## src/rtl/hazard_pkg.sv

```systemverilog
// Shared types and forwarding-select encodings for the hazard controller.
package hazard_pkg;

   typedef enum logic [1:0] {
      MD_IDLE,
      MD_BUSY,
      MD_DONE
   } md_state_t;

   localparam logic [1:0] FWD_RF  = 2'b00;
   localparam logic [1:0] FWD_WB  = 2'b01;
   localparam logic [1:0] FWD_MEM = 2'b10;

endpackage

```

## src/rtl/hazard_md_seq.sv

```systemverilog
// Multi-cycle execute sequencer: holds E for MD_LATENCY cycles, then pulses mdDone.
//  state   | meaning
//  MD_IDLE | no multi-cycle op in E; a start stalls immediately and loads the timer
//  MD_BUSY | op in progress; stall until the down-counter reaches zero
//  MD_DONE | result valid for one cycle; op leaves E next cycle
module hazard_md_seq
   import hazard_pkg::*;
#(
   parameter int MD_LATENCY = 4
) (
   input  logic clk,
   input  logic reset,
   input  logic mdStart,
   output logic mdStall,
   output logic mdDone
);

   localparam int CW = ($clog2(MD_LATENCY) < 1) ? 1 : $clog2(MD_LATENCY);
   // The IDLE start cycle is the first stall cycle, so the timer covers the rest.
   localparam logic [CW-1:0] LOAD_VAL = CW'(MD_LATENCY - 2);

   md_state_t state, stateNext;
   logic [CW-1:0] cnt, cntNext;

   always_ff @(posedge clk or posedge reset) begin
      if (reset) begin
         state <= MD_IDLE;
         cnt   <= '0;
      end else begin
         state <= stateNext;
         cnt   <= cntNext;
      end
   end

   always_comb begin
      stateNext = state;
      cntNext   = cnt;
      mdStall   = 1'b0;
      mdDone    = 1'b0;
      case (state)
         MD_IDLE: begin
            if (mdStart) begin
               mdStall   = 1'b1;
               cntNext   = LOAD_VAL;
               stateNext = MD_BUSY;
            end
         end
         MD_BUSY: begin
            mdStall = 1'b1;
            if (cnt == '0) begin
               stateNext = MD_DONE;
            end else begin
               cntNext = cnt - CW'(1);
            end
         end
         MD_DONE: begin
            mdDone    = 1'b1;
            stateNext = MD_IDLE;
         end
         default: begin
            stateNext = MD_IDLE;
         end
      endcase
   end

endmodule

```

## src/rtl/hazard_control_mc.sv

```systemverilog
// Pipeline hazard/forwarding controller with multi-cycle execute support.
// HAZARD_PERF_CNT_EN enables saturating stall/flush performance counters.
module hazard_control_mc
   import hazard_pkg::*;
#(
   parameter int REG_AW     = 5,
   parameter int NUM_SRC    = 2,
   parameter int MD_LATENCY = 4,
   parameter int CNT_W      = 32
) (
   input  logic                      clk,
   input  logic                      reset,
   input  logic [NUM_SRC*REG_AW-1:0] RsD,
   input  logic [NUM_SRC*REG_AW-1:0] RsE,
   input  logic [REG_AW-1:0]         RdE,
   input  logic                      ResultSrcE0,
   input  logic                      MdStartE,
   input  logic                      PCSrcE,
   input  logic [REG_AW-1:0]         RdM,
   input  logic                      RegWriteM,
   input  logic [REG_AW-1:0]         RdW,
   input  logic                      RegWriteW,
   output logic                      StallF,
   output logic                      StallD,
   output logic                      StallE,
   output logic                      FlushD,
   output logic                      FlushE,
   output logic                      FlushM,
   output logic [2*NUM_SRC-1:0]      ForwardE,
   output logic                      MdBusy,
   output logic                      MdDone,
   output logic [CNT_W-1:0]          StallCnt,
   output logic [CNT_W-1:0]          FlushCnt
);

   logic mdStall;
   logic lwStall;
   logic brFlush;
   logic [NUM_SRC-1:0] lwHit;

   hazard_md_seq #(
      .MD_LATENCY(MD_LATENCY)
   ) uMdSeq (
      .clk     (clk),
      .reset   (reset),
      .mdStart (MdStartE),
      .mdStall (mdStall),
      .mdDone  (MdDone)
   );

   for (genvar gi = 0; gi < NUM_SRC; gi++) begin : gSrc
      logic [REG_AW-1:0] rsD;
      logic [REG_AW-1:0] rsE;
      logic [1:0]        fwdSel;

      assign rsD = RsD[gi*REG_AW +: REG_AW];
      assign rsE = RsE[gi*REG_AW +: REG_AW];
      assign lwHit[gi] = (rsD == RdE) && (rsD != '0);

      // M is the younger producer, so it wins over W.
      always_comb begin
         fwdSel = FWD_RF;
         if ((rsE == RdM) && RegWriteM && (rsE != '0)) begin
            fwdSel = FWD_MEM;
         end else if ((rsE == RdW) && RegWriteW && (rsE != '0)) begin
            fwdSel = FWD_WB;
         end
      end

      assign ForwardE[2*gi +: 2] = fwdSel;
   end

   assign lwStall = ResultSrcE0 && (|lwHit);
   assign brFlush = PCSrcE && !mdStall;

   assign StallF = lwStall || mdStall;
   assign StallD = StallF;
   assign StallE = mdStall;
   assign FlushD = brFlush;
   assign FlushE = (lwStall && !mdStall) || brFlush;
   assign FlushM = mdStall;
   assign MdBusy = mdStall;

`ifdef HAZARD_PERF_CNT_EN
   logic [CNT_W-1:0] stallCntQ;
   logic [CNT_W-1:0] flushCntQ;

   always_ff @(posedge clk or posedge reset) begin
      if (reset) begin
         stallCntQ <= '0;
         flushCntQ <= '0;
      end else begin
         if (StallF && (stallCntQ != '1)) stallCntQ <= stallCntQ + CNT_W'(1);
         if (brFlush && (flushCntQ != '1)) flushCntQ <= flushCntQ + CNT_W'(1);
      end
   end

   assign StallCnt = stallCntQ;
   assign FlushCnt = flushCntQ;
`else
   assign StallCnt = '0;
   assign FlushCnt = '0;
`endif

endmodule

```

## config.mk

```make
export PLATFORM = sky130hd
export DESIGN_NAME = hazard_control_mc
export DESIGN_NICKNAME = d
export VERILOG_FILES = /design/src/rtl/hazard_pkg.sv /design/src/rtl/hazard_md_seq.sv /design/src/rtl/hazard_control_mc.sv
export SDC_FILE = /design/constraint.sdc
export NUM_CORES = 1
export LEC_CHECK = 0
export CORE_MARGIN = 10
export CORE_UTILIZATION = 27
export DETAILED_ROUTE_END_ITERATION = 8
export GPL_TIMING_DRIVEN = 1
export PLACE_DENSITY_LB_ADDON = 0.08
export SLEW_MARGIN = 0
export SYNTH_ARGS = -nofsm -noshare
export SYNTH_HDL_FRONTEND = slang
export SYNTH_SLANG_ARGS = --single-unit
```

## constraint.sdc

```tcl
create_clock -name clk -period 1.4 [get_ports clk]
set_input_delay 0.28 -clock clk [delete_from_list [all_inputs] [get_ports clk]]
set_output_delay 0.28 -clock clk [all_outputs]
set_load 0.02 [all_outputs]
```

==> impl_metrics.py, run 1 <==
metrics = {
    "clock_tree": {
        "clkTransAtPathRegs_ns": 0.03,
        "cts_sinks": 4,
        "clock_latency_ns": 0.21,
        "cts_tree": "built",
        "cts_hold_buf": 0,
        "htreeDepth": 1,
        "cts_buffers": 3,
        "cts-root-buf": "clkbuf_8",
        "clockBufferDepth": 2,
    },
    "sta": {
        "finalClockSkew_ns": 0.00176,
        "fmax_ghz": 0.529,
        "drv_slew": 0,
        "setup_viol": 10,
        "timing.setup.tns_ns": -2.09,
        "finalWorstSetupSlack_ns": -0.490,
        "period_share": 1.35,
        "rsz0062_at_grt": "true",
        "holdWs_ns": 0.254,
        "fin_crit_ns": 1.89,
        "hold_viol": 0,
    },
    "floorplan": {
        "fp.dieH_um": 85.8,
        "rows": 23,
        "die_w_um": 85.8,
        "initial_core_util": 0.286,
        "io_pins": 118,
        "core_mm2": 0.00409,
        "die_area_mm2": 0.00736,
    },
    "detailed_routing": {
        "wl_per_cell_um": 14.7,
        "first_pass_iters": 3,
        "vias_per_cell": 3.76,
        "drc_errors": 0,
        "vias": 1035,
        "drt_iter0_drc": 4,
        "drtAntennaViolNets": 0,
        "wirelength_um": 4030,
    },
    "min_path": {
        "hold_class": "in -> async",
    },
    "synth": {
        "synth_cell_types": 25,
        "ys_ff_latch": 4,
        "syn_inst": 149,
        "syn_avg_cell_area_um2": 7.84,
        "synth-async-reset-ratio": 1.00,
        "yosysTopAreaCellShare": 0.430,
        "yosys_warnings": 0,
        "synth_area_mm2": 0.00117,
        "ys.flop_type": "dfrtp_1",
        "synthTopCellsByArea": "buf_4, xnor2_1, xor2_1",
        "yosysTopAreaCell": "buf_4",
        "ys_seq_area_frac": 0.0857,
        "synth_edf_count": 0,
    },
    "placed_design": {
        "numPlacedInstances": 264,
        "hpwl_um": 3610,
        "port_buffers": 53,
        "gp_congestion": 0.829,
    },
    "critical_path": {
        "reg2reg_slack_ns": 0.11,
        "crit_type": "in -> out",
        "r2r_start": "uMdSeq.state[0]",
        "rr_endpoint": "uMdSeq.cnt[0]",
        "cp.required_ns": 1.12,
        "path_max_fanout": 2,
        "setup.worst_path.start": "RsE[1]",
        "slowest_stage": "or4_4",
        "reg2reg_depth": 7,
        "max_stage_delay_ns": 0.53,
        "end_kind": "output port",
        "crit_chain": "buf_6, or4_4, nor2_4, nor4_4, buf_4, nor4_4, buf_4",
        "cp-start-kind": "primary input",
        "cp.arrival_ns": 1.61,
    },
    "run": {
        "cap_violations": 0,
    },
    "global_route": {
        "grt.overflow.total": 0,
        "grt_use_total": 0.107,
        "antenna_found_initial": 0,
        "grt_pass1_wl_um": 6420,
        "grt_max_degree": 7,
        "grt_pass1_vias": 1238,
    },
    "final_layout": {
        "antenna_cells": 0,
        "mostFrequentLayoutCells": "conb_1, buf_4, buf_6",
        "final_util": 0.459,
        "fin_nets": 270,
        "multi_input_area_um2": 957,
        "fin_cells": 275,
        "seq_area_um2": 100,
        "drive_above_1_share": 0.418,
        "areaGrowthSynthToFinish_pct": 60.5,
        "fill_cells": 436,
        "layout_commonest_cell": "conb_1",
    },
    "pwr": {
        "p_leak_uw": 0.000922,
        "power_density_mw_per_mm2": 994,
        "irDropWorstVdd_v": 0.000839,
    },
    "run_status": {
        "status": "complete, but fails checks",
        "violations": "setup timing",
    },
}
metal layers:
layer | vias up | GRT usage | routed length (um)
met3 | 2 | 0.0360 | 351
met4 | 0 | 0.0180 | 8
li1 | 503 | - | -
met5 | - | 0 | 0
met1 | 472 | 0.100 | 1340
met2 | 58 | 0.217 | 2340
cells in the mapped netlist (3+ instances only):
cell	instances
buf_4	67
dfrtp_1	4
inv_1	6
nand2_1	6
nand4_1	4
nor2_1	3
nor4_1	4
nor4_2	4
o21ai_0	3
or2_2	3
xnor2_1	16
xor2_1	12
cells by family (layout without fill, tap and decap cells):
group                      after synthesis  in the layout  share of synthesized area
xor gates and xnor gates                28             28                      0.210
DFF                                      4              4                     0.0857
adders and majority gates                1              1                     0.0107
and+or+nand+nor                         31             31                      0.184
other                                    1             64                    0.00321
AOI/OAI and AO/OA                       10             10                     0.0535
buffers and inverters                   74             87                      0.453
registers in the layout, indices dropped and copies added (netlist names):
signal / count
uMdSeq.cnt: 2
uMdSeq.state: 2
area by class of cell:
class                   instances  share of cell area
inverters                       6              0.0140
well taps                      50              0.0334
clock buffers                   3              0.0220
flip-flops and latches          4              0.0534
multi-input cells             134               0.510
repair buffers                 78               0.367
through the flow:
step,power [uW],setup slack (ns),area (um^2)
global placement,1440,-1.19,1660
detailed placement,1450,-1.22,1660
global route,2010,-0.565,1880
finish,1860,-0.490,1880
floorplan,1130,-0.283,1460
CTS,1830,-0.583,1850
what timing repair did:
action	4_1_cts	5_1_grt
setup endpoints to repair	12	13
endpoints found under the hold margin	0	0
buffers inserted	9	2
resized for setup	192	22
pin swaps	25	19
worst max-delay path: cells and delay by family:
kind                   cells  cell delay [ns]
buffers and inverters      3             0.41
AND/OR/NAND/NOR            4             0.92
report_power, final:
| part | leakage [uW] | total [uW] | switching [uW] | internal, uW |
|---|---|---|---|---|
| Clock | 0.0000216 | 235 | 52.4 | 183 |
| Sequential | 0.0000475 | 199 | 25.9 | 173 |
| Combinational | 0.000853 | 1430 | 735 | 696 |
| Total | 0.000922 | 1860 | 813 | 1050 |
worst max-delay path by stage:
stage / to / cells past startpoint / slack, ns
2_1_floorplan: ForwardE[0] / 4 / -0.28
3_5_place_dp: ForwardE[0] / 6 / -1.22
3_3_place_gp: StallD / 7 / -1.19
6_report: ForwardE[0] / 7 / -0.49
4_1_cts: ForwardE[0] / 7 / -0.58
5_1_grt: ForwardE[0] / 7 / -0.57
Power figures use the tool's default switching activity.
==> inputs of run 2 (changes only) <==
--- a/config.mk
+++ b/config.mk
@@ -5,8 +5,9 @@
 export SDC_FILE = /design/constraint.sdc
 export NUM_CORES = 1
 export LEC_CHECK = 0
+export ABC_AREA = 1
 export CORE_MARGIN = 10
-export CORE_UTILIZATION = 27
+export CORE_UTILIZATION = 28
 export DETAILED_ROUTE_END_ITERATION = 8
 export GPL_TIMING_DRIVEN = 1
 export PLACE_DENSITY_LB_ADDON = 0.08
==> run 2 against run 1 <==
Against the previous run: the flow still finishes with violations (setup timing); highest routed layer is now met3; die area up 2.9%; combinational power down 16%; critical endpoint is now FlushE; utilization down 7.2 points.
==> impl_metrics.py, run 2 <==
metrics = {
    "critical_path": {
        "cp.arrival_ns": 1.15,
        "path_max_fanout": 3,
        "crit_chain": "o21ai_4, buf_6, nand3_2, nand2_2, buf_6",
        "cp-start-kind": "register",
        "crit_type": "reg -> out",
        "end_kind": "output port",
        "slowest_stage": "dfrtp_1",
        "reg2reg_depth": 7,
        "cp.required_ns": 1.12,
        "max_stage_delay_ns": 0.39,
        "path_common_cell": "buf_6",
    },
    "sta": {
        "setup_viol": 1,
        "fin_crit_ns": 1.43,
        "period_share": 1.02,
        "hold_viol": 0,
        "rsz0062_at_grt": "true",
        "finalClockSkew_ns": 0.000774,
        "drv_slew": 0,
        "finalWorstSetupSlack_ns": -0.0321,
        "fmax_ghz": 0.698,
        "holdWs_ns": 0.243,
    },
    "final_layout": {
        "layout_commonest_cell": "conb_1",
        "antenna_cells": 0,
        "mostFrequentLayoutCells": "conb_1, nand2_1, inv_1, buf_2",
        "drive_above_1_share": 0.349,
        "fin_nets": 323,
        "areaGrowthSynthToFinish_pct": 33.8,
        "fill_cells": 489,
        "largest_registers": "uMdSeq.cnt (2), uMdSeq.state (2)",
        "post-route-cell-area_mm2": 0.00168,
    },
    "global_route": {
        "grt_use_total": 0.0876,
        "antenna_found_initial": 0,
        "grt_max_degree": 6,
        "grt_pass1_wl_um": 5530,
        "grt.overflow.total": 0,
        "grt_pass1_vias": 1262,
    },
    "detailed_routing": {
        "drt_iter0_drc": 24,
        "drtAntennaViolNets": 0,
        "wl_per_cell_um": 11.5,
        "drc_errors": 0,
        "drt-met1-wl_um": 1350,
        "wirelength_um": 3800,
        "wl_met3_um": 404,
        "vias": 1212,
        "vias_per_cell": 3.67,
        "top_layer": "met3",
        "first_pass_iters": 4,
        "wl_met2_um": 2050,
    },
    "synth": {
        "ys_ff_latch": 4,
        "yosysTopAreaCellShare": 0.400,
        "synth_edf_count": 0,
        "syn_inst": 215,
        "ys_seq_area_frac": 0.0796,
        "yosysTopAreaCell": "buf_4",
        "synthTopCellsByArea": "buf_4, nand2_1, inv_1",
        "synth_cell_types": 20,
        "synth_area_mm2": 0.00126,
        "ys.flop_type": "dfrtp_1",
        "yosys_warnings": 0,
        "synth-async-reset-ratio": 1.00,
        "synth_most_common_cell": "buf_4",
        "netlist_top_cells_count": "buf_4, nand2_1, inv_1",
        "syn_avg_cell_area_um2": 5.85,
    },
    "run_status": {
        "status": "complete, but fails checks",
        "violations": "setup timing",
    },
    "floorplan": {
        "io_pins": 118,
        "fp.dieH_um": 87.0,
        "die_area_mm2": 0.00757,
        "initial_core_util": 0.289,
        "core_mm2": 0.00435,
        "die_w_um": 87.0,
        "rows": 24,
    },
    "pwr": {
        "irDropWorstVdd_v": 0.000769,
        "p_leak_uw": 0.00103,
        "p_total_uw": 1640,
        "power_density_mw_per_mm2": 972,
    },
    "placed_design": {
        "port_buffers": 53,
        "postPlaceCellArea_mm2": 0.00165,
        "hpwl_um": 3490,
        "gp_congestion": 0.778,
    },
    "clock_tree": {
        "cts-root-buf": "clkbuf_8",
        "clock_latency_ns": 0.21,
        "cts_sinks": 4,
        "htreeDepth": 1,
        "cts_hold_buf": 0,
        "cts_tree": "built",
        "cts_buffers": 3,
        "clkTransAtPathRegs_ns": 0.03,
        "clockBufferDepth": 2,
    },
    "min_path": {
        "hold_class": "in -> async",
    },
    "run": {
        "cap_violations": 0,
    },
}
[run 2: cell types whose count changed after synthesis, sizes merged, moves of 2 or more]
cell and change:
nand3 +7, a22oi -2, xnor2 -12, nor2 +18, nor4 -8, xor2 -7, inv +24, nand4 +2
or4 -2, nand2 +48
[run 2: critical path: cells and delay by family (launching register included)]
kind | cells | cell delay (ns)
DFF | 1 | 0.39
and+or+nand+nor | 2 | 0.13
AOI/OAI and AO/OA | 1 | 0.18
buffers and inverters | 2 | 0.23
[run 2: timing repair]
item	CTS	global route
endpoints found under the setup margin	12	11
pin swaps	38	30
buffers inserted	2	0
gates cloned	0	0
gates resized for setup	206	48
[run 2: kinds of logic (layout without fill, tap and decap cells)]
family | count (synthesis) | in the layout | synth area share
compound gates | 9 | 9 | 0.0498
xor+xnor | 9 | 9 | 0.0627
fa+ha+maj | 1 | 1 | 0.00995
buf+inv | 97 | 97 | 0.490
flops | 4 | 4 | 0.0796
other cells | 1 | 64 | 0.00298
simple gates | 94 | 94 | 0.305
[run 2: area by class of cell]
| type | count | area, um^2 | area share |
|---|---|---|---|
| flip-flops and latches | 4 | 100 | 0.0595 |
| clock buffers | 3 | 41.3 | 0.0245 |
| inverters | 30 | 113 | 0.0669 |
| repair buffers | 64 | 470 | 0.280 |
| multi-input cells | 177 | 893 | 0.531 |
| well taps | 52 | 65.1 | 0.0387 |
[run 2: worst paths after layout]
kind | slack, ns | start | to
worst max register to register | 0.19 | uMdSeq.state[1] | uMdSeq.cnt[1]
worst min register to register | 0.54 | uMdSeq.state[1] | uMdSeq.state[1]
min in group clk | 0.54 | uMdSeq.state[1] | uMdSeq.state[1]
worst max-delay path | -0.03 | uMdSeq.state[0] | FlushE
worst min-delay path | 0.24 | reset | uMdSeq.state[1]
max in group asynchronous | 1.01 | reset | uMdSeq.cnt[1]
[run 2: through the flow]
stage | setup TNS, ns | instances | util | setup slack (ns)
after floorplan | 0 | 278 | - | 0.0284
after global placement | -8.66 | 325 | 0.380 | -0.894
after detailed placement | -8.32 | 325 | 0.380 | -0.872
after CTS | -0.121 | 330 | 0.371 | -0.0433
after global routing | -0.479 | 330 | 0.386 | -0.0974
final | -0.0321 | 330 | 0.386 | -0.0321
[run 2: where the power goes]
| part | total, uW | internal [uW] | switching [uW] |
|---|---|---|---|
| combinational | 1200 | 514 | 683 |
| clock | 238 | 183 | 54.9 |
| sequential | 200 | 170 | 29.7 |
| total | 1640 | 867 | 768 |
[run 2: per-layer routing]
metal	global-route usage	up-vias
met5	0	-
met4	0.0177	0
met3	0.0206	0
met2	0.171	53
met1	0.0909	514
li1	-	645
